`config.mk`:
```
export PLATFORM = sky130hd
export DESIGN_NAME = alu_result_buffer
export DESIGN_NICKNAME = d
export VERILOG_FILES = /design/src/rtl/alu_result_buffer.sv
export SDC_FILE = /design/constraint.sdc
export NUM_CORES = 1
export LEC_CHECK = 0
export CAP_MARGIN = 20
export CORE_MARGIN = 2
export CORE_UTILIZATION = 49
export CTS_CLUSTER_DIAMETER = 150
export DETAILED_ROUTE_END_ITERATION = 10
export DONT_BUFFER_PORTS = 1
export GPL_TIMING_DRIVEN = 0
export SLEW_MARGIN = 30
export SYNTH_ARGS = -nofsm -noshare
export SYNTH_HDL_FRONTEND = slang
export SYNTH_SLANG_ARGS = --single-unit
```
`constraint.sdc`:
```
create_clock -name clk -period 1.7 [get_ports clk]
set_input_delay 0.34 -clock clk [delete_from_list [all_inputs] [get_ports clk]]
set_output_delay 0.34 -clock clk [all_outputs]
set_load 0.005 [all_outputs]
```
`src/rtl/alu_result_buffer.sv`:
```
// Two-entry skid buffer behind the ALU result selector; flags are captured at push.
// Optional ALU_RESULT_STATS_EN adds saturating pop and zero-result counters.
module alu_result_buffer #(
  parameter int WIDTH = 32,
  parameter int SEL_W = 3
) (
  input  logic             clk,
  input  logic             rst_n,
  input  logic             in_valid,
  output logic             in_ready,
  input  logic [WIDTH-1:0] in_result,
  input  logic [SEL_W-1:0] in_sel,
  input  logic             flush,
  output logic             out_valid,
  input  logic             out_ready,
  output logic [WIDTH-1:0] out_result,
  output logic [SEL_W-1:0] out_sel,
  output logic             out_zero,
`ifdef ALU_RESULT_STATS_EN
  output logic             out_neg,
  output logic [15:0]      res_count,
  output logic [15:0]      zero_count
`else
  output logic             out_neg
`endif
);

  typedef struct packed {
    logic [WIDTH-1:0] res;
    logic [SEL_W-1:0] sel;
    logic             zero;
    logic             neg;
  } ent_t;

  typedef enum logic [1:0] {
    EMPTY = 2'd0,
    ONE   = 2'd1,
    FULL  = 2'd2
  } state_t;

  state_t r_state;
  ent_t   r_head;
  ent_t   r_tail;
  ent_t   w_new;
  logic   w_push;
  logic   w_pop;

  assign w_new.res  = in_result;
  assign w_new.sel  = in_sel;
  assign w_new.zero = ~|in_result;
  assign w_new.neg  = in_result[WIDTH-1];

  assign in_ready  = (r_state != FULL);
  assign out_valid = (r_state != EMPTY);
  assign w_push    = in_valid & in_ready;
  assign w_pop     = out_valid & out_ready;

  assign out_result = r_head.res;
  assign out_sel    = r_head.sel;
  assign out_zero   = r_head.zero;
  assign out_neg    = r_head.neg;

  always_ff @(posedge clk) begin
    if (!rst_n) begin
      r_state <= EMPTY;
      r_head  <= '0;
      r_tail  <= '0;
    end else if (flush) begin
      r_state <= EMPTY;
      r_head  <= '0;
      r_tail  <= '0;
    end else begin
      unique case (r_state)
        EMPTY: begin
          if (w_push) begin
            r_head  <= w_new;
            r_state <= ONE;
          end
        end
        ONE: begin
          if (w_push && w_pop) begin
            r_head <= w_new;
          end else if (w_push) begin
            r_tail  <= w_new;
            r_state <= FULL;
          end else if (w_pop) begin
            r_state <= EMPTY;
          end
        end
        FULL: begin
          // Tail promotes to head; no push can land while full.
          if (w_pop) begin
            r_head  <= r_tail;
            r_state <= ONE;
          end
        end
        default: r_state <= EMPTY;
      endcase
    end
  end

`ifdef ALU_RESULT_STATS_EN
  logic [15:0] r_res_cnt;
  logic [15:0] r_zero_cnt;

  assign res_count  = r_res_cnt;
  assign zero_count = r_zero_cnt;

  // A pop in a flush cycle was still consumed, so it is counted.
  always_ff @(posedge clk) begin
    if (!rst_n) begin
      r_res_cnt  <= '0;
      r_zero_cnt <= '0;
    end else if (w_pop) begin
      if (r_res_cnt != 16'hFFFF)
        r_res_cnt <= r_res_cnt + 16'd1;
      if (r_head.zero && r_zero_cnt != 16'hFFFF)
        r_zero_cnt <= r_zero_cnt + 16'd1;
    end
  end
`endif

endmodule

```
==> qor.tcl <==
set qor(globalplace.congestion) 0.736
set qor(worstMarginPinSlew_ns) 0.793
set qor(layout-area-overhead-vs-synth_pct) 8.89
set qor(family_of_cells_with_the_greatest_summed_delay_on_the_critical_path) {flip-flops}
set qor(ctsHtreeMaxLevel) 3
set qor(syn_area_per_cell_sq_um) 9.37
set qor(cts.path.max_buffers) 2
set qor(grt_overflow) 0
set qor(netlist_area_sq_um) 3220
set qor(diodes) 0
set qor(drc) 0
set qor(cts_tree) {done}
set qor(drt_pass1_iterations) 4
set qor(numCtsBuffers) 9
set qor(clock-root-buffer) {sky130_fd_sc_hd__clkbuf_8}
set qor(synth_cell_type_count) 27
set qor(wirelength_mm) 7.41
set qor(crit_path_cell_trace) {nand2b_1, buf_4, buf_4}
set qor(dr.first_iter.drc_count) 94
set qor(grt_max_degree) 12
set qor(std_cell_rows) 29
set qor(nNetsFinal) 395
set qor(antenna_found_initial) 0
set qor(timing.final.crit_period_ns) 1.63
set qor(synthesis.instances) 344
set qor(track_usage) 0.215
set qor(die_area_sq_um) 7240
set qor(worst_vdd_rail_ir_drop_v) 0.000708
set qor(max_stage_delay_ns) 0.46
set qor(power_density_nw_per_um2) 985
set qor(end_kind) {primary output}
set qor(critical_path_required_ns) 1.36
set qor(timing.critical_path.from_type) {flop}
set qor(final-setup-viol-count) 0
set qor(place_hpwl_mm) 5.27
set qor(global_route_wire_length_before_repair_mm) 12.3
set qor(initial_utilization) 0.508
set qor(fraction_of_layout_instances_using_a_drive_strength_above_1) 0.198
set qor(final_util) 0.553
set qor(drv.max_cap_violation_count) 0
set qor(cpMaxStageDelayCell) {sky130_fd_sc_hd__dfxtp_1}
set qor(core_area_sq_um) 6350
set qor(synthArstFlopShare) 0
set qor(floorplan.die.width_um) 85.1
set qor(instances_no_fill) 436
set qor(rsz0062_at_grt) {false}
set qor(io_pins) 79
set qor(path_max_fanout) 10
set qor(maxClockFrequency_ghz) 0.614
set qor(cts.sink_count) 74
set qor(standby_leakage_power_uw) 0.00143
set qor(multi_input_gate_area_in_the_final_layout_sq_um) 1580
set qor(die-height_um) 85.1
set qor(worstSkewPairLatency_ns) 0.34
set qor(cts_hold_buf) 0
set qor(synth_fp_nets) 384
set qor(sequential_cell_area_sq_um) 1480
set qor(routed_via_density) 5.62
set qor(timing.hold.worst.class) {in -> reg}
set qor(crit_path_frequent_cell) {sky130_fd_sc_hd__buf_4}
set qor(status) {complete, no violations}
set qor(num_vias) 2451
set qor(criticalPathCategory) {reg -> out}
set qor(synth_warnings) 0
set qor(post-cts-setup-buffers) 0
set qor(finalMaxSlewViolations) 0
set qor(critPathBufInv) 2
set qor(cp.arrival_ns) 1.29
set qor(numPlacedInstances) 421
set qor(clk_transition_reported_paths_ns) 0.07
set qor(filler_cells_inserted) 594
set qor(postSynth.topFlopCell) {sky130_fd_sc_hd__dfxtp_1}
set qor(via_count_of_the_first_global_routing_pass) 2487
set qor(io_buffer_count) 0
set qor(drtAntennaViolNets) 0
set qor(finalHoldViolations) 0
set qor(max-slew-margin-rel) 0.471
set qor(route.detailed.wl_per_inst_um) 17.0
set qor(yosysSeqAreaShare) 0.460
set qor(count_of_flip_flops_with_a_built_in_enable_after_synthesis) 0
set qor(layout_worst_path_cycle_share) 0.958
set qor(worst_skew_ns) 0.00561
set qor(ys_seq_elements) 74
==> area by class of cell <==
cell class,count,area share
Sequential cell,74,0.422
Clock inverter,3,0.0114
Buffer,28,0.0478
Tap cell,77,0.0275
Inverter,1,0.00107
Multi-Input combinational cell,241,0.449
Clock buffer,12,0.0414
==> per-layer routing <==
metal / global-route usage / share of wire
met1: 0.264 / 0.42
met2: 0.354 / 0.48
met3: 0.0691 / 0.080
met4: 0.0779 / 0.014
met5: 0 / 0
==> metrics by stage <==
step	TNS (ns)	instance area, sq um	power (uW)	setup slack [ns]	hold slack, ns
floorplan	0	3220	2110	0.308	0.436
global placement	-1.04	3320	2170	-0.0612	0.441
detailed placement	-1.21	3320	2180	-0.0864	0.446
CTS	0	3510	3490	0.0423	0.112
global route	0	3510	3600	0.00239	0.120
finish	0	3510	3460	0.0706	0.123
==> cell usage in the layout (no fill, tap or decap), types with 2 or more instances in the layout <==
master / instances
sky130_fd_sc_hd__dfxtp_1: 74
sky130_fd_sc_hd__nand2_1: 71
sky130_fd_sc_hd__nor2_1: 39
sky130_fd_sc_hd__a21oi_1: 37
sky130_fd_sc_hd__mux2i_1: 36
sky130_fd_sc_hd__a211oi_2: 34
sky130_fd_sc_hd__clkbuf_1: 10
sky130_fd_sc_hd__clkbuf_8: 10
sky130_fd_sc_hd__buf_2: 9
sky130_fd_sc_hd__nor4_1: 8
sky130_fd_sc_hd__buf_4: 6
sky130_fd_sc_hd__nand2b_1: 2
sky130_fd_sc_hd__clkbuf_2: 2
sky130_fd_sc_hd__buf_8: 2
sky130_fd_sc_hd__nand4_1: 2
sky130_fd_sc_hd__clkinv_2: 2
==> flip-flops by register name (all words and copies together) (netlist names) <==
register	count
out_sel	3
out_zero	1
r_tail	36
r_state	2
out_result	32
==> cell families (layout without fill, tap and decap cells) <==
logic type / Yosys count / in the layout / share of synthesized area
AOI/OAI and AO/OA: 76 / 76 / 0.209
buffers and inverters: 29 / 44 / 0.0516
DFF: 74 / 74 / 0.460
muxes: 36 / 36 / 0.112
and+or+nand+nor: 129 / 129 / 0.168
==> where the power goes <==
part	internal [uW]	switching [uW]
logic	112	199
clock network	707	614
registers	1790	39.6
==> cell usage after synthesis, types with 2 or more instances <==
library cell | count | share of area
sky130_fd_sc_hd__dfxtp_1 | 74 | 0.46
sky130_fd_sc_hd__nand2_1 | 71 | 0.083
sky130_fd_sc_hd__nor2_1 | 39 | 0.045
sky130_fd_sc_hd__a21oi_1 | 37 | 0.057
sky130_fd_sc_hd__mux2i_1 | 36 | 0.11
sky130_fd_sc_hd__a211oi_2 | 34 | 0.13
sky130_fd_sc_hd__buf_2 | 10 | 0.016
sky130_fd_sc_hd__clkbuf_1 | 10 | 0.012
sky130_fd_sc_hd__nor4_1 | 8 | 0.016
sky130_fd_sc_hd__buf_4 | 5 | 0.012
sky130_fd_sc_hd__buf_8 | 2 | 0.0093
sky130_fd_sc_hd__nand2b_1 | 2 | 0.0039
sky130_fd_sc_hd__nand4_1 | 2 | 0.0039
==> worst paths after layout <==
path | from | end | slack (ns) | cells past startpoint
setup / recovery | r_state[0]$_SDFFE_PP0P_ | in_ready | 0.07 | 3
hold reg to reg | r_tail[3]$_SDFFE_PP0P_ | r_tail[3]$_SDFFE_PP0P_ | 0.45 | 2
hold / removal | in_result[26] | r_tail[31]$_SDFFE_PP0P_ | 0.12 | 2
setup reg to reg | r_state[0]$_SDFFE_PP0P_ | out_result[18]$_SDFFE_PP0P_ | 0.11 | 6
==> timing repair <==
item | 4_1_cts | 5_1_grt
gates resized for setup | 1 | 4
pin swaps | 0 | 0
setup endpoints to repair | 1 | 15
No activity file was read; power rests on OpenSTA's default activity.
